File: src/rtl/fifo_rd_framer_if.sv
// FIFO read port plus the outgoing valid/ready stream of the read-side framer.
// The master side is the framer; the slave side is the FIFO and downstream sink.
interface fifo_rd_framer_if #(
    parameter int WIDTH = 16
);
    logic             r_en;
    logic             empty;
    logic [WIDTH-1:0] rd_data;
    logic [WIDTH-1:0] m_data;
    logic             m_valid;
    logic             m_ready;
    logic             m_last;

    modport master (
        output r_en, m_data, m_valid, m_last,
        input  empty, rd_data, m_ready
    );

    modport slave (
        input  r_en, m_data, m_valid, m_last,
        output empty, rd_data, m_ready
    );
endinterface

File: src/rtl/fifo_rd_framer.sv
// Drains the dual-clock FIFO read port into a framed valid/ready stream,
// absorbing the RAM's one-cycle read latency with a 2-entry output buffer.
module fifo_rd_framer #(
    parameter int WIDTH     = 16,
    parameter int FRAME_LEN = 8
) (
    input  logic                   r_clk,
    input  logic                   r_rst,
    input  logic                   en,
    fifo_rd_framer_if.master       bus,
    output logic [15:0]            frame_cnt,
    output logic                   busy
);
    localparam int IDX_W = $clog2(FRAME_LEN);
    localparam logic [IDX_W-1:0] LAST_IDX = IDX_W'(FRAME_LEN - 1);

    typedef enum logic [1:0] {IDLE, RUN, FINISH} state_t;

    state_t           state_q, state_d;
    logic [1:0]       occ_q, occ_d;
    logic             inflight_q, inflight_d;
    logic [IDX_W-1:0] rd_idx_q, rd_idx_d;
    logic [IDX_W-1:0] out_idx_q, out_idx_d;
    logic [15:0]      frame_cnt_q, frame_cnt_d;
    logic [WIDTH-1:0] buf_q [2];
    logic [WIDTH-1:0] buf_d [2];

    logic             m_valid;
    logic             m_last;
    logic             pop;
    logic             rd_go;
    logic [1:0]       occ_kept;

    function automatic logic [IDX_W-1:0] idx_inc(input logic [IDX_W-1:0] i);
        return (i == LAST_IDX) ? '0 : i + IDX_W'(1);
    endfunction

    always_comb begin
        m_valid = (occ_q != 2'd0);
        m_last  = m_valid && (out_idx_q == LAST_IDX);
        pop     = m_valid && bus.m_ready;
        // Words already owned (buffered or in flight) must leave a free slot
        // for the word this read returns next cycle.
        rd_go   = ((state_q == RUN) || (state_q == FINISH)) && !bus.empty &&
                  (({1'b0, occ_q} + {2'b0, inflight_q}) < (3'd2 + {2'b0, pop})) &&
                  !r_rst;

        buf_d[0] = buf_q[0];
        buf_d[1] = buf_q[1];
        if (pop) begin
            buf_d[0] = buf_q[1];
        end
        occ_kept = occ_q - {1'b0, pop};
        if (inflight_q) begin
            buf_d[occ_kept[0]] = bus.rd_data;
        end
        occ_d = occ_kept + {1'b0, inflight_q};

        inflight_d  = rd_go;
        rd_idx_d    = rd_go ? idx_inc(rd_idx_q) : rd_idx_q;
        out_idx_d   = pop ? idx_inc(out_idx_q) : out_idx_q;
        frame_cnt_d = (pop && m_last) ? frame_cnt_q + 16'd1 : frame_cnt_q;

        // Stopping is deferred to a frame boundary so that a stopped block
        // has always read whole frames.
        state_d = state_q;
        case (state_q)
            IDLE:    if (en) state_d = RUN;
            RUN:     if (!en) state_d = (rd_idx_d == '0) ? IDLE : FINISH;
            FINISH:  if (rd_go && (rd_idx_q == LAST_IDX)) state_d = IDLE;
            default: state_d = IDLE;
        endcase
    end

    always_ff @(posedge r_clk) begin
        if (r_rst) begin
            state_q     <= IDLE;
            occ_q       <= 2'd0;
            inflight_q  <= 1'b0;
            rd_idx_q    <= '0;
            out_idx_q   <= '0;
            frame_cnt_q <= 16'd0;
            buf_q[0]    <= '0;
            buf_q[1]    <= '0;
        end else begin
            state_q     <= state_d;
            occ_q       <= occ_d;
            inflight_q  <= inflight_d;
            rd_idx_q    <= rd_idx_d;
            out_idx_q   <= out_idx_d;
            frame_cnt_q <= frame_cnt_d;
            buf_q[0]    <= buf_d[0];
            buf_q[1]    <= buf_d[1];
        end
    end

    assign bus.r_en    = rd_go;
    assign bus.m_data  = buf_q[0];
    assign bus.m_valid = m_valid;
    assign bus.m_last  = m_last;
    assign frame_cnt   = frame_cnt_q;
    assign busy        = (state_q != IDLE) || inflight_q || (occ_q != 2'd0);
endmodule

File: src/flat_wrapper.sv
// flat-port wrapper written by rule: the top's interface ports become plain ports
module fifo_rd_framer_flat 
#(
    parameter int WIDTH     = 16,
    parameter int FRAME_LEN = 8
)
  (r_clk, r_rst, en, frame_cnt, busy, bus_r_en, bus_m_data, bus_m_valid, bus_m_last, bus_empty, bus_rd_data, bus_m_ready);
  fifo_rd_framer_if #(.WIDTH(WIDTH)) bus_i ();
  input  logic r_clk;
  input  logic r_rst;
  input  logic en;
  output logic [15:0] frame_cnt;
  output logic busy;
  output wire logic [$bits(bus_i.r_en)-1:0] bus_r_en;
  output wire logic [$bits(bus_i.m_data)-1:0] bus_m_data;
  output wire logic [$bits(bus_i.m_valid)-1:0] bus_m_valid;
  output wire logic [$bits(bus_i.m_last)-1:0] bus_m_last;
  input wire logic [$bits(bus_i.empty)-1:0] bus_empty;
  input wire logic [$bits(bus_i.rd_data)-1:0] bus_rd_data;
  input wire logic [$bits(bus_i.m_ready)-1:0] bus_m_ready;
  assign bus_r_en = bus_i.r_en;
  assign bus_m_data = bus_i.m_data;
  assign bus_m_valid = bus_i.m_valid;
  assign bus_m_last = bus_i.m_last;
  assign bus_i.empty = bus_empty;
  assign bus_i.rd_data = bus_rd_data;
  assign bus_i.m_ready = bus_m_ready;
  fifo_rd_framer #(.WIDTH(WIDTH), .FRAME_LEN(FRAME_LEN)) u_core (.r_clk(r_clk), .r_rst(r_rst), .en(en), .bus(bus_i), .frame_cnt(frame_cnt), .busy(busy));
endmodule
File: config.mk
export PLATFORM = sky130hd
export DESIGN_NAME = fifo_rd_framer_flat
export DESIGN_NICKNAME = d
export VERILOG_FILES = /design/src/rtl/fifo_rd_framer_if.sv /design/src/rtl/fifo_rd_framer.sv /design/src/flat_wrapper.sv
export SDC_FILE = /design/constraint.sdc
export NUM_CORES = 1
export LEC_CHECK = 0
export BUFFER_PORTS_ARGS = -buffer_cell sky130_fd_sc_hd__buf_2
export CAP_MARGIN = 25
export CORE_MARGIN = 1
export CORE_UTILIZATION = 50
export DETAILED_ROUTE_END_ITERATION = 10
export PLACE_DENSITY = 0.74
export SLEW_MARGIN = 0
export SYNTH_ARGS = -nofsm -noshare
export SYNTH_HDL_FRONTEND = slang
export SYNTH_SLANG_ARGS = --single-unit
File: constraint.sdc
create_clock -name r_clk -period 3.4 [get_ports r_clk]
set_input_delay 0.17 -clock r_clk [delete_from_list [all_inputs] [get_ports r_clk]]
set_output_delay 0.17 -clock r_clk [all_outputs]
set_load 0.05 [all_outputs]
==> results of run 1 <==
-- metrics by stage --
| step | utilization | cell area [um^2] | std cells | hold slack [ns] |
|---|---|---|---|---|
| global route | 0.615 | 3220 | 434 | 0.0933 |
| finish | 0.615 | 3220 | 434 | 0.0886 |
| global placement | 0.568 | 2970 | 417 | 0.421 |
| floorplan | - | 2780 | 322 | 0.317 |
| CTS | 0.611 | 3200 | 433 | 0.0750 |
| detailed placement | 0.568 | 2970 | 417 | 0.434 |
-- kinds of logic after synthesis --
| family | Yosys count | share of synthesized area |
|---|---|---|
| buf+inv | 44 | 0.0847 |
| xor+xnor | 11 | 0.0347 |
| compound gates | 49 | 0.125 |
| fa+ha+maj | 12 | 0.0541 |
| simple gates | 130 | 0.215 |
| flops | 59 | 0.425 |
| mux | 17 | 0.0613 |
-- power groups by stage --
stage	sequential, W	combinational [W]	clock, W
detailed placement	0.000805	0.000529	0
floorplan	0.000795	0.000449	0
global route	0.000798	0.000580	0.000762
finish	0.000790	0.000531	0.000714
CTS	0.000791	0.000531	0.000732
global placement	0.000803	0.000522	0
-- worst paths after layout --
check	slack, ns	to	cells after the start
setup reg to reg	1.26	u_core.buf_q[0][1]	6
setup / recovery	1.07	bus_r_en	5
hold reg to reg	0.46	u_core.out_idx_q[1]	2
hold / removal	0.09	flip-flop	3
-- worst max-delay path, stage by stage (launching register included) --
cell and delay [ns]:
dfxtp_1 0.37, ha_1 0.20, ha_1 0.19, or4b_1 0.65, nor2_1 0.15, buf_2 0.27
-- routing by layer --
metal,vias up,global-route usage,share of wire
li1,1177,-,-
met1,1065,0.248,0.48
met2,57,0.315,0.46
met3,6,0.0671,0.050
met4,0,0.0577,0.0088
met5,-,0,0
-- final cells by class --
| cell class | count | area [um^2] | share of cell area |
|---|---|---|---|
| Clock buffer | 12 | 155 | 0.0482 |
| Tap cell | 70 | 87.6 | 0.0272 |
| Sequential cell | 59 | 1180 | 0.367 |
| Timing Repair Buffer | 60 | 323 | 0.100 |
| Clock inverter | 4 | 72.6 | 0.0225 |
| Inverter | 10 | 37.5 | 0.0117 |
| Multi-Input combinational cell | 219 | 1370 | 0.424 |
-- layout by cell type (no fill, tap or decap), types with 3 or more instances in the layout --
master    instances
a21oi_1          15
a311oi_1         16
buf_2            56
buf_4             3
clkbuf_8         11
dfxtp_1          59
ha_1             12
inv_1            10
mux2i_1          17
nand2_1          43
nand3_1           7
nand4_1           4
nor2_1           45
nor3_1            7
o21ai_0           7
o31ai_1           4
or4_1             5
xnor2_1           8
xor2_1            3
==> results.tsv, run 1 <==
metric	value	unit
cts_buffers	9	
synth_top_area_share	0.425	
power_frac_comb	0.261	
synthMostInstantiatedCell	dfxtp_1	
h-tree-depth	3	
ys_seq_elements	59	
hp-start	bus_rd_data[1]	
die_h	76.5	um
cp-startpoint	u_core.occ_q[0]	
vias	2305	
cts_tree	done	
yosysWarnings	0	
endpoint_kind	primary output	
ys_types	41	
start_kind	flip-flop	
grt_usage	0.196	
grt_pass1_vias	2017	
globalplace.congestion	0.818	
fin_ws	1.07	ns
post_drt_wl_per_cell	12.5	um
die_w	76.5	um
crit_arrival	2.16	ns
drc	0	
path_class	flip-flop to primary output	
worstSkewPairLatency	0.33	ns
hold_viol_final	0	
fin_skew	0.00709	ns
grt_pass1_wl	9260	um
max_slew.worst_pin.slew	0.998	ns
synth_area_leaders	dfxtp_1 43%, mux2i_1 6.1%, nor2_1 6.1%	
routed_wl	5440	um
start_util	0.530	
p_sw_frac	0.334	
ios	57	
p_switching	0.000681	W
diodes	0	
slew_headroom	0.333	
clockRootBuffer	clkbuf_8	
synth_edf_count	0	
seqPwrFrac	0.388	
min_period	2.33	ns
max_freq	429	MHz
drive_gt1_frac	0.220	
grt_max_degree	63	
vias_per_cell	5.31	
ys.flop_type	dfxtp_1	
avgSynthCellArea	8.63	um^2
numPortBuffers	56	
rsz0062_at_grt	false	
syn2layout_area_growth	16.0	%
fin_crit_sh	0.686	
dr.pass1.iters	4	
maxCapViolCount	0	
nFillCells	457	
syn_inst	322	
clkTransAtPathRegs	0.07	ns
final-max-slew-violation-count	0	
drt_iter0_markers	77	
synth_async_sr_flop_share	0	
dieArea	5860	um^2
clkPwrFrac	0.351	
p_total	0.00204	W
critPathMaxFanout	8	
syn_nets	355	
drtAntennaViolNets	0	
r2r_start	u_core.occ_q[0]	
status	finished clean	
hold_path_class	input port to flip-flop	
grt_antenna_before_repair	0	
p_int	0.00135	W
cts.sinks	59	
cts_setup_buffers	0	
cts_max_path_buffers	2	
power_leakage	1.29	nW
core	5240	um^2
netlist_top_cells_count	59 x dfxtp_1, 45 x nor2_1, 43 x nand2_1	
ctsResizeCount	0	
syn_area	2780	um^2
post-place-ws	1.27	ns
finalSetupViolCount	0	
hpwl	3560	um
tns	0	ns
ir_drop	0.000386	V
rows	26	
synth_top_cell_by_area	dfxtp_1	
power_density	632	nW/um^2
num-nets-final	392	
ys_seq_area_frac	0.425	
cp.required	3.23	ns
grt_overflow_total	0	
hold_buffers	0	
Note: power is estimated with default switching activity, not from simulation.
==> run 2: changes to the inputs <==
--- a/config.mk
+++ b/config.mk
@@ -8,9 +8,9 @@
 export BUFFER_PORTS_ARGS = -buffer_cell sky130_fd_sc_hd__buf_2
 export CAP_MARGIN = 25
 export CORE_MARGIN = 1
-export CORE_UTILIZATION = 50
+export CORE_UTILIZATION = 49
 export DETAILED_ROUTE_END_ITERATION = 10
-export PLACE_DENSITY = 0.74
+export PLACE_DENSITY = 0.75
 export SLEW_MARGIN = 0
 export SYNTH_ARGS = -nofsm -noshare
 export SYNTH_HDL_FRONTEND = slang
==> constraint.sdc (replaced) <==
create_clock -name r_clk -period 2.1 [get_ports r_clk]
set_input_delay 0.105 -clock r_clk [delete_from_list [all_inputs] [get_ports r_clk]]
set_output_delay 0.105 -clock r_clk [all_outputs]
set_load 0.05 [all_outputs]
==> run 2 against run 1 <==
Via count grew 1.4%; sequential cell count unchanged; clock skew is 0.0020 ns higher; first-iteration DRC count rose by 40%; global-route usage increased by 0.78 points; non-clock buffer count up 8; worst hold slack worse by 0.079 ns; sequential share of layout area fell by 0.45 points; cell area grew 1.4%; count of clock-buffer cells in the layout fell by 3; largest power group unchanged.
==> results.tsv, run 2 (same netlist as run 1, synthesis figures left out) <==
metric	value	unit
status	finished clean	
grt_overflow_total	0	
rows	27	
numPortBuffers	56	
grt_antenna_before_repair	0	
start_util	0.508	
syn2layout_area_growth	17.6	%
cp.depth	5	
vias_per_cell	5.27	
clkPwrFrac	0.324	
core	5470	um^2
die_w	77.3	um
worstSkewPairLatency	0.35	ns
max_slew.worst_pin.slew	0.537	ns
rsz0062_at_grt	false	
cts_buffers	9	
dr.pass1.iters	4	
cts_tree	done	
p_switching	0.00120	W
vias	2338	
post_drt_wl_per_cell	12.9	um
p_int	0.00204	W
cp_top_family	simple AND/OR/NAND/NOR gates	
grt_max_degree	48	
diodes	0	
nFillCells	507	
p_sw_frac	0.370	
mostFrequentLayoutCells	58 x dfxtp_1, 55 x buf_2, 44 x nor2_1	
fin_crit_sh	0.947	
endpoint_kind	primary output	
dieArea	5970	um^2
power_frac_comb	0.285	
ios	57	
drc	0	
placed_cells_incl_taps	426	
finalSetupViolCount	0	
drtAntennaViolNets	0	
hold_depth	3	
path_buf_inv	1	
hpwl	3800	um
fin_skew	0.00912	ns
routed_wl	5720	um
maxCapViolCount	0	
critPathMaxFanout	5	
p_total	0.00324	W
hold_buffers	0	
start_kind	flip-flop	
slew_headroom	0.637	
grt_pass1_vias	2162	
max_stage_delay	0.58	ns
slowest_stage	or4b_4	
ir_drop	0.000611	V
h-tree-depth	3	
crit_arrival	1.88	ns
min_period	1.99	ns
tns	0	ns
drive_gt1_frac	0.250	
die_h	77.3	um
seqPwrFrac	0.391	
final-max-slew-violation-count	0	
clkTransAtPathRegs	0.08	ns
num-nets-final	400	
reg2reg_depth	5	
power_density	992	nW/um^2
drt_iter0_markers	108	
final_common_cell	dfxtp_1	
ff_latch_area	1180	um^2
globalplace.congestion	0.796	
cts.sinks	59	
finalNonFillerCells	444	
path_cells	ha_1 > ha_2 > or4b_4 > nor2_4 > buf_6	
grt_pass1_wl	9610	um
grt_usage	0.204	
multi_input_area	1380	um^2
path_class	flip-flop to primary output	
hold_viol_final	0	
cp.required	2.00	ns
cts_max_path_buffers	2	
power_leakage	1.31	nW
holdWs	0.00940	ns
clockRootBuffer	clkbuf_8	
max_freq	503	MHz
hold_path_class	input port to flip-flop	
-- run 2: worst paths after layout --
kind | end | from | slack [ns]
hold reg to reg | u_core.out_idx_q[1] | u_core.out_idx_q[1] | 0.46
setup / recovery | bus_r_en | u_core.inflight_q | 0.11
hold / removal | flip-flop | bus_rd_data[14] | 0.009
setup reg to reg | u_core.rd_idx_q[0] | u_core.inflight_q | 0.17
-- run 2: tightest hold or removal path, delay by kind of cell --
kind                   cells  cell delay, ns
buffers and inverters      1            0.09
AND/OR/NAND/NOR            1            0.07
multiplexers               1            0.06
-- run 2: layout make-up --
class | instances | share of cell area
Clock buffer | 9 | 0.0379
Clock inverter | 7 | 0.0234
Inverter | 10 | 0.0115
Tap cell | 72 | 0.0276
Sequential cell | 59 | 0.362
Multi-Input combinational cell | 219 | 0.422
Timing Repair Buffer | 68 | 0.115
-- run 2: layer usage --
| metal | part of all wire | vias to the layer above | global-route usage |
|---|---|---|---|
| met3 | 0.044 | 11 | 0.0417 |
| met2 | 0.46 | 54 | 0.328 |
| met1 | 0.48 | 1081 | 0.249 |
| met5 | 0 | - | 0 |
| li1 | - | 1192 | - |
| met4 | 0.020 | 0 | 0.125 |
-- run 2: power groups by stage --
stage               registers [W]  logic (W)  clock network (W)
floorplan                 0.00129   0.000735                  0
global placement          0.00129   0.000889                  0
detailed placement        0.00129   0.000907                  0
CTS                       0.00127   0.000923            0.00107
global route              0.00128    0.00100            0.00111
finish                    0.00127   0.000924            0.00105
-- run 2: repair_timing --
action | in CTS | in global routing
pin swaps | 0 | 0
buffers inserted | 3 | 0
gates resized for setup | 5 | 2
setup endpoints to repair | 1 | 1
-- run 2: stage by stage --
step	utilization	worst slack (ns)	area, um^2
floorplan	-	0.0257	2790
global placement	0.554	0.222	3030
detailed placement	0.554	0.162	3030
CTS	0.597	0.00181	3270
global route	0.597	0.0539	3270
finish	0.597	0.112	3270
